File: src/rtl/tl_rx_fc_update_gen.sv
// ---------------------------------------------------------------------------
// tl_rx_fc_update_gen
//
// Receive-side flow-control credit return stage. Freed header/data credits
// (one TLP per cycle at most) are added to per-type CREDITS_ALLOCATED counters
// for P, NP and CPL. A per-type pending count tracks credits freed since the
// last UpdateFC for that type. When a type has enough pending credit, or the
// periodic timer has marked it urgent, an UpdateFC request is raised toward
// the DLLP generator.
//
// Handshake: upd_valid rises in the cycle after a type is granted and stays
// high, with upd_type / upd_hdr_fc / upd_data_fc stable, until the cycle in
// which upd_valid & upd_ready are both high. That cycle is the transfer;
// upd_valid is low in the following cycle. upd_valid never depends
// combinationally on upd_ready.
//
// Ports:
//   clk, arst_n      core clock, asynchronous active-low reset
//   fc_init_done     DLL flow-control init complete (level); low forces INIT
//   data_scale       scale factor, captured only while fc_init_done is low
//   free_valid/type  one TLP drained this cycle, type 00=P 01=NP 10=CPL
//   free_hdr/data    header / data credits released by that TLP
//   upd_valid/ready  UpdateFC request handshake
//   upd_type         type of the request
//   upd_hdr_fc       HdrFC snapshot, masked to the scaled field width
//   upd_data_fc      DataFC snapshot, masked to the scaled field width
//   dbg_state        current FSM state (00=INIT, 01=IDLE, 10=REQ)
// ---------------------------------------------------------------------------
module tl_rx_fc_update_gen #(
  parameter int PAYLOAD_IN_CREDS = 9,
  parameter int HDR_THRESH       = 4,
  parameter int DATA_THRESH      = 32,
  parameter int UPDATE_TIMER     = 1024,
  parameter int INIT_P_HDR       = 32,
  parameter int INIT_P_DATA      = 256,
  parameter int INIT_NP_HDR      = 32,
  parameter int INIT_NP_DATA     = 16,
  parameter int INIT_CPL_HDR     = 0,
  parameter int INIT_CPL_DATA    = 0
) (
  input  logic                        clk,
  input  logic                        arst_n,
  input  logic                        fc_init_done,
  input  logic [1:0]                  data_scale,
  input  logic                        free_valid,
  input  logic [1:0]                  free_type,
  input  logic                        free_hdr,
  input  logic [PAYLOAD_IN_CREDS-1:0] free_data,
  output logic                        upd_valid,
  output logic [1:0]                  upd_type,
  output logic [11:0]                 upd_hdr_fc,
  output logic [15:0]                 upd_data_fc,
  input  logic                        upd_ready,
  output logic [1:0]                  dbg_state
);

  typedef enum logic [1:0] {
    ST_INIT = 2'd0,
    ST_IDLE = 2'd1,
    ST_REQ  = 2'd2
  } state_t;

  // A type advertised with zero header and zero data credits is infinite:
  // it never accumulates and never asks for an update.
  localparam logic [2:0] INF_MASK = {
    (INIT_CPL_HDR == 0) && (INIT_CPL_DATA == 0),
    (INIT_NP_HDR  == 0) && (INIT_NP_DATA  == 0),
    (INIT_P_HDR   == 0) && (INIT_P_DATA   == 0)
  };
  localparam logic [7:0]  HDR_TH   = 8'(HDR_THRESH);
  localparam logic [15:0] DATA_TH  = 16'(DATA_THRESH);
  localparam logic [15:0] TMR_LAST = 16'(UPDATE_TIMER - 1);

  function automatic logic [11:0] init_hdr(input logic [1:0] t);
    case (t)
      2'd0:    return 12'(INIT_P_HDR);
      2'd1:    return 12'(INIT_NP_HDR);
      default: return 12'(INIT_CPL_HDR);
    endcase
  endfunction

  function automatic logic [15:0] init_data(input logic [1:0] t);
    case (t)
      2'd0:    return 16'(INIT_P_DATA);
      2'd1:    return 16'(INIT_NP_DATA);
      default: return 16'(INIT_CPL_DATA);
    endcase
  endfunction

  // Round-robin successor over the three types P -> NP -> CPL -> P.
  function automatic logic [1:0] rr_next(input logic [1:0] t);
    return (t == 2'd2) ? 2'd0 : t + 2'd1;
  endfunction

  state_t      state_q, state_d;
  logic [11:0] hdr_cnt_q   [3];
  logic [15:0] data_cnt_q  [3];
  logic [7:0]  pend_hdr_q  [3];
  logic [15:0] pend_data_q [3];
  logic [7:0]  pend_hdr_d  [3];
  logic [15:0] pend_data_d [3];
  logic [8:0]  hdr_sum     [3];
  logic [16:0] data_sum    [3];
  logic [2:0]  urgent_q, urgent_d;
  logic [2:0]  free_hit, dirty_d, elig;
  logic [3:0]  elig_ext;
  logic [1:0]  last_q, grant_type, cand1, cand2;
  logic        grant_any;
  logic [15:0] timer_q;
  logic        timer_wrap;
  logic        handshake;
  logic [1:0]  scale_q;
  logic [11:0] hdr_mask;
  logic [15:0] data_mask;

  assign upd_valid  = (state_q == ST_REQ);
  assign dbg_state  = state_q;
  assign handshake  = upd_valid && upd_ready && fc_init_done;
  assign timer_wrap = fc_init_done && (state_q != ST_INIT) && (timer_q == TMR_LAST);

  always_comb begin
    hdr_mask  = 12'h0FF;
    data_mask = 16'h0FFF;
    case (scale_q)
      2'b10: begin
        hdr_mask  = 12'h3FF;
        data_mask = 16'h3FFF;
      end
      2'b11: begin
        hdr_mask  = 12'hFFF;
        data_mask = 16'hFFFF;
      end
      default: ;
    endcase
  end

  // Next pending values include this cycle's free, so a free that crosses a
  // threshold makes its type eligible in the same cycle. On a transfer the
  // granted type restarts from whatever arrives in that same cycle.
  always_comb begin
    free_hit = '0;
    dirty_d  = '0;
    elig     = '0;
    urgent_d = urgent_q;
    for (int t = 0; t < 3; t++) begin
      free_hit[t]    = free_valid && (free_type == 2'(t)) && !INF_MASK[t];
      hdr_sum[t]     = {1'b0, pend_hdr_q[t]} + {8'd0, free_hit[t] & free_hdr};
      data_sum[t]    = {1'b0, pend_data_q[t]} + (free_hit[t] ? 17'(free_data) : 17'd0);
      pend_hdr_d[t]  = hdr_sum[t][8]   ? 8'hFF    : hdr_sum[t][7:0];
      pend_data_d[t] = data_sum[t][16] ? 16'hFFFF : data_sum[t][15:0];
      if (handshake && (upd_type == 2'(t))) begin
        pend_hdr_d[t]  = {7'd0, free_hit[t] & free_hdr};
        pend_data_d[t] = free_hit[t] ? 16'(free_data) : 16'd0;
      end
      dirty_d[t] = (pend_hdr_d[t] != '0) || (pend_data_d[t] != '0);
      elig[t]    = (state_q == ST_IDLE) && dirty_d[t] &&
                   ((pend_hdr_d[t] >= HDR_TH) || (pend_data_d[t] >= DATA_TH) || urgent_q[t]);
      // A timer wrap marking a type dirty wins over the transfer clearing it.
      if (timer_wrap && dirty_d[t]) begin
        urgent_d[t] = 1'b1;
      end else if (handshake && (upd_type == 2'(t))) begin
        urgent_d[t] = 1'b0;
      end
    end
  end

  // Round-robin pick starting after the last granted type.
  always_comb begin
    elig_ext   = {1'b0, elig};
    cand1      = rr_next(last_q);
    cand2      = rr_next(cand1);
    grant_any  = 1'b0;
    grant_type = 2'd0;
    if (elig_ext[cand1]) begin
      grant_any  = 1'b1;
      grant_type = cand1;
    end else if (elig_ext[cand2]) begin
      grant_any  = 1'b1;
      grant_type = cand2;
    end else if (elig_ext[last_q]) begin
      grant_any  = 1'b1;
      grant_type = last_q;
    end
  end

  always_comb begin
    state_d = state_q;
    if (!fc_init_done) begin
      state_d = ST_INIT;
    end else begin
      case (state_q)
        ST_INIT: state_d = ST_IDLE;
        ST_IDLE: if (grant_any) state_d = ST_REQ;
        ST_REQ:  if (upd_ready) state_d = ST_IDLE;
        default: state_d = ST_INIT;
      endcase
    end
  end

  always_ff @(posedge clk or negedge arst_n) begin
    if (!arst_n) begin
      state_q <= ST_INIT;
    end else begin
      state_q <= state_d;
    end
  end

  always_ff @(posedge clk or negedge arst_n) begin
    if (!arst_n) begin
      for (int t = 0; t < 3; t++) begin
        hdr_cnt_q[t]   <= init_hdr(2'(t));
        data_cnt_q[t]  <= init_data(2'(t));
        pend_hdr_q[t]  <= '0;
        pend_data_q[t] <= '0;
      end
      urgent_q    <= '0;
      timer_q     <= '0;
      last_q      <= 2'd2;   // first search starts at P
      scale_q     <= 2'b00;
      upd_type    <= 2'd0;
      upd_hdr_fc  <= '0;
      upd_data_fc <= '0;
    end else if (!fc_init_done) begin
      for (int t = 0; t < 3; t++) begin
        hdr_cnt_q[t]   <= init_hdr(2'(t));
        data_cnt_q[t]  <= init_data(2'(t));
        pend_hdr_q[t]  <= '0;
        pend_data_q[t] <= '0;
      end
      urgent_q <= '0;
      timer_q  <= '0;
      scale_q  <= data_scale;
    end else if (state_q != ST_INIT) begin
      for (int t = 0; t < 3; t++) begin
        if (free_hit[t]) begin
          hdr_cnt_q[t]  <= hdr_cnt_q[t] + {11'd0, free_hdr};
          data_cnt_q[t] <= data_cnt_q[t] + 16'(free_data);
        end
        pend_hdr_q[t]  <= pend_hdr_d[t];
        pend_data_q[t] <= pend_data_d[t];
      end
      urgent_q <= urgent_d;
      timer_q  <= timer_wrap ? 16'd0 : timer_q + 16'd1;
      if (grant_any) begin
        // Snapshot uses the counter before this cycle's free is added.
        last_q      <= grant_type;
        upd_type    <= grant_type;
        upd_hdr_fc  <= hdr_cnt_q[grant_type] & hdr_mask;
        upd_data_fc <= data_cnt_q[grant_type] & data_mask;
      end
    end
  end

endmodule

File: config.mk
export PLATFORM = sky130hd
export DESIGN_NAME = tl_rx_fc_update_gen
export DESIGN_NICKNAME = d
export VERILOG_FILES = /design/src/rtl/tl_rx_fc_update_gen.sv
export SDC_FILE = /design/constraint.sdc
export NUM_CORES = 1
export LEC_CHECK = 0
export ABC_AREA = 1
export CORE_MARGIN = 8
export CORE_UTILIZATION = 51
export CTS_CLUSTER_DIAMETER = 100
export DETAILED_ROUTE_END_ITERATION = 16
export GPL_TIMING_DRIVEN = 0
export PLACE_DENSITY = 0.82
export SLEW_MARGIN = 25
export SYNTH_ARGS = -nofsm -noshare
export SYNTH_HDL_FRONTEND = slang
export SYNTH_SLANG_ARGS = --single-unit
export TNS_END_PERCENT = 10
File: constraint.sdc
create_clock -name clk -period 3.2 [get_ports clk]
set_input_delay 0.64 -clock clk [delete_from_list [all_inputs] [get_ports clk]]
set_output_delay 0.64 -clock clk [all_outputs]
set_load 0.02 [all_outputs]
Word level (Yosys, flattened, before mapping):

Cells that the tools add are included.
W data, S select, Z words.

* eq/ne operators: 18
* bitwise operators: 5
* $add $sub $neg: 11
* div/mod/pow operators: 0
* $mul: 0
* shifts and indexed selects: 0
* order comparisons: 10
* mux-type cells: 63
* reductions and logical operators: 44

Operators by type and width (count)
* $mux W16: 12
* $mux W48: 4
* $mux W36: 2
* $ge A16 B6 Y1 const B: 3
* $mux W12: 4
* $mux W24: 2
* $reduce_bool A16 Y1: 3
* $mux W8: 5
* $mux W9: 4
* $add A16 B9 Y17: 2
* $add A16 B9 Y16: 2
* $bmux W16 S2: 1
* $pmux W16 S2: 1
* $add A12 B1 Y12: 2
* $bmux W12 S2: 1
* $ge A8 B3 Y1 const B: 3
* $pmux W12 S2: 1
* $reduce_bool A8 Y1: 3
* $add A8 B1 Y9: 2
* $logic_and A1 B1 Y1: 18
* $add A16 B1 Y16 const B: 1
* $and A16 B16 Y16: 1
* $eq A16 B10 Y1 const B: 1
* $mux W2: 8
* 21 further kinds: 65

* memory bits (writable): 0
* latch bits: 0
* memories kept: 0
* ROM bits: 0
* flip-flop bits (word level): 211

Depth between registers and ports, before layout:

* depth in word-level cells: 20
* gate-level depth with buffers: 35

Worst setup path before layout:

Ideal clock, no wire load.

* kind: input to register
* from: input free_valid
* to: register upd_data_fc[1]
* arrival time: 4.148 ns
* stages: 34
* path buffers: 4
* slack: -1.064 ns
* library setup time: 0.116 ns
* path through: buf_4 nand2_1 nor2_2 inv_1 clkbuf_1 nor2_1 ha_1 fa_1 nand2_1 nor2_1 nor2_1 nor2_1 nand3_1 nand2_1 nand2_1 nand2_1 nand2_2 nand2_2 o21bai_1 nand2_1 inv_1 nand2_1 nor2_1 nand2_1 nand3_1 nand2_1 nor2_4 nand3_2 buf_6 buf_2 nand3_1 nand2_1 nand2_1 nand2_1

* cells in the longest elaborated chain, start to end: 19
* elaborated cells between the ends (all ways): 56

Ends and longest elaborated chain
* start: declaration: line 45 `input logic free_valid,`
* $logic_and A1 B1 Y1: line 146 `free_hit[t] = free_valid && (free_type == 2'(t)) && !INF_MASK[t];`
* $mux W9 / $and A1 B1 Y1 (equally long branches)
* $add A16 B9 Y17 / $add A8 B1 Y9 (equally long branches): line 148, 147
* $mux W16 / $mux W8 (equally long branches): line 150, 149
* $mux W16 / $mux W8 (equally long branches): line 151 `if (handshake && (upd_type == 2'(t))) begin`
* $ge A16 B6 Y1 (tied with other cells): line 157 `((pend_hdr_d[t] >= HDR_TH) || (pend_data_d[t] >= DATA_TH) || urgent_q[t]);`
* $logic_or A1 B1 Y1 (on tied branches): line 157, 155
* $logic_or A1 B1 Y1 / $logic_and A1 B1 Y1 (equally long branches): line 157, 156
* [... 2 more ...]
* $mux W1 (implied by the code): line 180 `end else if (elig_ext[last_q]) begin`
* $mux W2: line 180
* $mux W2: line 177 `end else if (elig_ext[cand2]) begin`
* $mux W2: line 174 `if (elig_ext[cand1]) begin`
* $not A2 Y3 (implied by the code): line 249 `upd_data_fc <= data_cnt_q[grant_type] & data_mask;`
* $bmux W16 S2: line 249
* $mux W16 (implied by the code) (2 in a row): line 249
* $and A16 B16 Y16: line 249
* end signal: assignment: line 249
* end: declaration: line 52 `output logic [15:0] upd_data_fc,`

Several ways; a longest one is shown, not always the timed one. The select of a mux whose other input is x is not followed.
A chain may end at the register's enable or synchronous reset.

Final worst setup path:

* from: input free_type[0]
* to: register upd_data_fc[0]

* cells in the longest elaborated chain, start to end: 20
* elaborated cells between the ends (all ways): 58

Ends and longest elaborated chain
* start: declaration: line 46 `input logic [1:0] free_type,`
* $eq A2 B1 Y1 / $logic_not A2 Y1 (equally long branches): line 146
* $logic_and A1 B1 Y1: line 146
* $mux W9 / $and A1 B1 Y1 (equally long branches)
* $add A16 B9 Y17 / $add A8 B1 Y9 (equally long branches): line 148, 147
* $mux W16 / $mux W8 (equally long branches): line 150, 149
* $mux W16 / $mux W8 (equally long branches): line 151
* $ge A16 B6 Y1 (tied with other cells): line 157
* $logic_or A1 B1 Y1 (on tied branches): line 157, 155
* [... 3 more ...]
* $mux W1 (implied by the code): line 180
* $mux W2: line 180
* $mux W2: line 177
* $mux W2: line 174
* $not A2 Y3 (implied by the code): line 249
* $bmux W16 S2: line 249
* $mux W16 (implied by the code) (2 in a row): line 249
* $and A16 B16 Y16: line 249

Several ways; a longest one is shown, not always the timed one. The select of a mux whose other input is x is not followed.

==> flow_metrics.env <==
export IMPL_groute_usage_overall_pct=24.1
export IMPL_power_leakage_nw=6.86
export IMPL_cp_peak_stage_delay_ns=0.35
export IMPL_layout_worst_path_cycle_share_pct=122
export IMPL_average_footprint_of_a_synthesized_cell_um2=7.20
export IMPL_number_of_hold_buffers_added_after_cts=0
export IMPL_die_width_um=164
export IMPL_worst_ep_required_time_ns=3.53
export IMPL_first_pass_iters=8
export IMPL_fin_skew_ns=0.0110
export IMPL_slew_headroom_pct=33.2
export IMPL_drt_drc_violations_left=0
export IMPL_maxCapViolCount=0
export IMPL_antenna_diode_count=0
export IMPL_buffer_ports_inserted=50
export IMPL_initialDrtViolationCount=1102
export IMPL_top_level_ports=52
export IMPL_highest_ir_drop_seen_on_vdd_mv=0.458
export IMPL_die_area_um2=27000
export IMPL_final_report_setup_violation_count=34
export IMPL_synth_sequential_area_ratio_pct=40.6
export IMPL_detailedPlacementHpwl_mm=22.2
export IMPL_dominantRegCellSynth="dfrtp_1"
export IMPL_postSynthNetCount=1622
export IMPL_transition_at_the_pin_with_the_smallest_max_transition_slack_ns=0.992
export IMPL_worst_reg2reg_path_length_in_cells=29
export IMPL_synthDistinctLibCells=51
export IMPL_final_hold_viol_count=0
export IMPL_place_ws_ns=-2.16
export IMPL_grt_overflow=0
export IMPL_worst_path_fanout_max=10
export IMPL_commonest_non_fill_non_tap_cell_in_the_layout="nand2_1"
export IMPL_achievable_frequency_mhz=257
export IMPL_synth_yosys_warnings=0
export IMPL_final_layout_size_suffix_gt1_share_pct=14.1
export IMPL_status="finished, violations left"
export IMPL_worst_path_arrival_time_ns=4.23
export IMPL_r2r_start="pend_data_q[16]"
export IMPL_r2r_endpoint="upd_data_fc[0]"
export IMPL_die_height_um=164
export IMPL_synth_async_reset_ratio_pct=100
export IMPL_final_setup_tns_ns=-21.07
export IMPL_cts_root_buf="clkbuf_16"
export IMPL_cts_clk_slew_worst_paths_ns=0.08
export IMPL_grt_antenna_before_repair=0
export IMPL_layout_min_cycle_time_ns=3.89
export IMPL_commonest_cells_after_routing_fill_and_taps_aside="nand2_1 (416), inv_1 (182), dfrtp_1 (177), nor2_1 (165), nand3_1 (110)"
export IMPL_num_fill_cells=1783
export IMPL_violations="setup timing"
export IMPL_critical_path_endpoint_type="flop"
export IMPL_reg2reg_slack_ns=-0.46
export IMPL_initial_utilization_pct=51.7
export IMPL_path_class="in -> reg"
export IMPL_setup_ws_ns=-0.693
export IMPL_rows=54
export IMPL_grt_pass1_vias=10800
export IMPL_cts_h_tree_depth=4
export IMPL_clk_path_buf_depth=2
export IMPL_post_layout_nonfiller_instances=1964
export IMPL_grt_max_degree=63
export IMPL_critical_path_slowest_cell="fa_2"
export IMPL_antenna_violating_nets_post_route=0
export IMPL_critPathLaunchType="primary input"
export IMPL_via_count=11300
export IMPL_num_nets_final=1735
export IMPL_crit_end="upd_data_fc[0]"
export IMPL_globalplace_congestion=0.944
export IMPL_p_per_area_nw_per_um2=534
export IMPL_synth_cells=1558
export IMPL_worst_skew_pair_late_latency_ns=0.44
export IMPL_worst_setup_path_startpoint="free_type[0]"
export IMPL_cts_tree="built"
export IMPL_rsz0062_at_grt="true"
export IMPL_synth_cell_area_um2=11200
export IMPL_critical_path_most_common_cell="nand2_2"
export IMPL_yosys_register_bits=182
export IMPL_area_growth_pct=21.8
export IMPL_post_drt_wl_per_cell_um=16.8
export IMPL_core_area_um2=21700
export IMPL_place_inst=1890
export IMPL_hold_class="in -> async"
export IMPL_cts_inserted_buffers=17
export IMPL_cts_num_sinks=182
export IMPL_grt_pass1_wl_mm=52.7
export IMPL_timing_max_transition_violations_final=0
export IMPL_number_of_flops_mapped_to_enable_cells_by_yosys=0
export IMPL_post_drt_via_cell_ratio=5.74
export IMPL_drt_wl_total_mm=33.0
[report_power, final]
group	leakage, nW	switching, mW	internal (mW)	total, mW
registers	2.50	0.143	2.45	2.59
logic	4.06	1.65	0.958	2.61
clock network	0.286	1.06	1.05	2.11
total	6.86	2.85	4.46	7.31
[stage by stage]
step / util (%) / hold WS, ns / total power [mW] / area (um^2)
final: 63.0 / 0.129 / 7.31 / 13700
after global routing: 63.0 / 0.174 / 7.62 / 13700
after CTS: 61.0 / 0.154 / 7.03 / 13200
after detailed placement: 56.2 / 0.466 / 4.64 / 12200
after global placement: 55.9 / 0.463 / 4.60 / 12100
after floorplan: - / 0.344 / 3.88 / 11300
[synth_stat cells, types with 5 or more instances]
master / instances / area [um^2]
buf_4: 7 / 52.6
ha_1: 41 / 513
nor2_1: 187 / 702
a22o_1: 10 / 87.6
nand4_1: 28 / 175
inv_1: 186 / 698
o21bai_1: 7 / 52.6
nor2_2: 5 / 31.3
dfrtp_1: 177 / 4430
or2_2: 5 / 31.3
nand2_2: 5 / 31.3
o32ai_1: 5 / 43.8
o22ai_1: 31 / 194
nor3_1: 25 / 125
dfstp_2: 5 / 131
clkbuf_1: 25 / 93.8
nand3_1: 129 / 646
o21ai_0: 82 / 410
buf_2: 8 / 40.0
a21oi_1: 61 / 305
xnor2_1: 6 / 52.6
xor2_1: 12 / 105
nand2_1: 443 / 1660
buf_6: 6 / 67.6
nor4_1: 9 / 56.3
[how the worst min path moves through the flow]
| stage | start | end | slack (ns) | cells after the start |
|---|---|---|---|---|
| 6_report | arst_n | pend_data_q[22] | 0.13 | 1 |
| 5_1_grt | arst_n | pend_data_q[22] | 0.17 | 1 |
| 4_1_cts | arst_n | pend_data_q[22] | 0.15 | 1 |
| 3_5_place_dp | upd_data_fc[4] | upd_data_fc[4] | 0.47 | 2 |
| 3_3_place_gp | upd_data_fc[4] | upd_data_fc[4] | 0.46 | 2 |
| 2_1_floorplan | arst_n | data_cnt_q[16] | 0.34 | 0 |
[metal layers]
metal / share of wire [%] / track usage [%] / vias to the layer above
met5: 0 / 0 / -
met4: 2.9 / 8.64 / 0
met3: 8.1 / 4.89 / 94
met2: 47 / 38.2 / 521
met1: 42 / 32.3 / 5336
li1: - / - / 5316
[cell families after synthesis]
group           count (synthesis)  share of synthesized area (%)
buf+inv                       236                           8.62
simple gates                  853                           32.3
xor+xnor                       18                           1.40
fa+ha+maj                      45                           5.28
compound gates                224                           11.7
flops                         182                           40.6
[area by class of cell]
type / count / area, um^2 / area share (%)
multi-input cells: 1140 / 6200 / 45.4
flip-flops and latches: 182 / 4560 / 33.4
repair buffers: 94 / 912 / 6.67
inverters: 190 / 716 / 5.23
clock buffers: 17 / 425 / 3.11
well taps: 280 / 350 / 2.56
plain buffers: 46 / 349 / 2.55
clock inverters: 15 / 155 / 1.13
[sequential cells by signal (all words and copies together), names as in the netlist]
| signal | flops |
|---|---|
| upd_hdr_fc | 12 |
| hdr_cnt_q | 24 |
| upd_type | 2 |
| upd_data_fc | 16 |
| scale_q | 2 |
| pend_hdr_q | 24 |
| timer_q | 16 |
| data_cnt_q | 32 |
| pend_data_q | 48 |
| urgent_q | 3 |
| last_q | 1 |
| dbg_state | 2 |
[critical path, delay by kind of cell]
kind          cells  cell delay (ns)
simple gates     29             2.56
fa+ha+maj         2             0.51
buf+inv           4             0.47
[repair_timing]
| item | 4_1_cts | 5_1_grt |
|---|---|---|
| pin swaps | 34 | 33 |
| buffers inserted | 27 | 14 |
| resized for setup | 82 | 84 |
| cloned | 1 | 0 |
| setup endpoints to repair | 57 | 51 |
(Power assumes the default switching activity.)
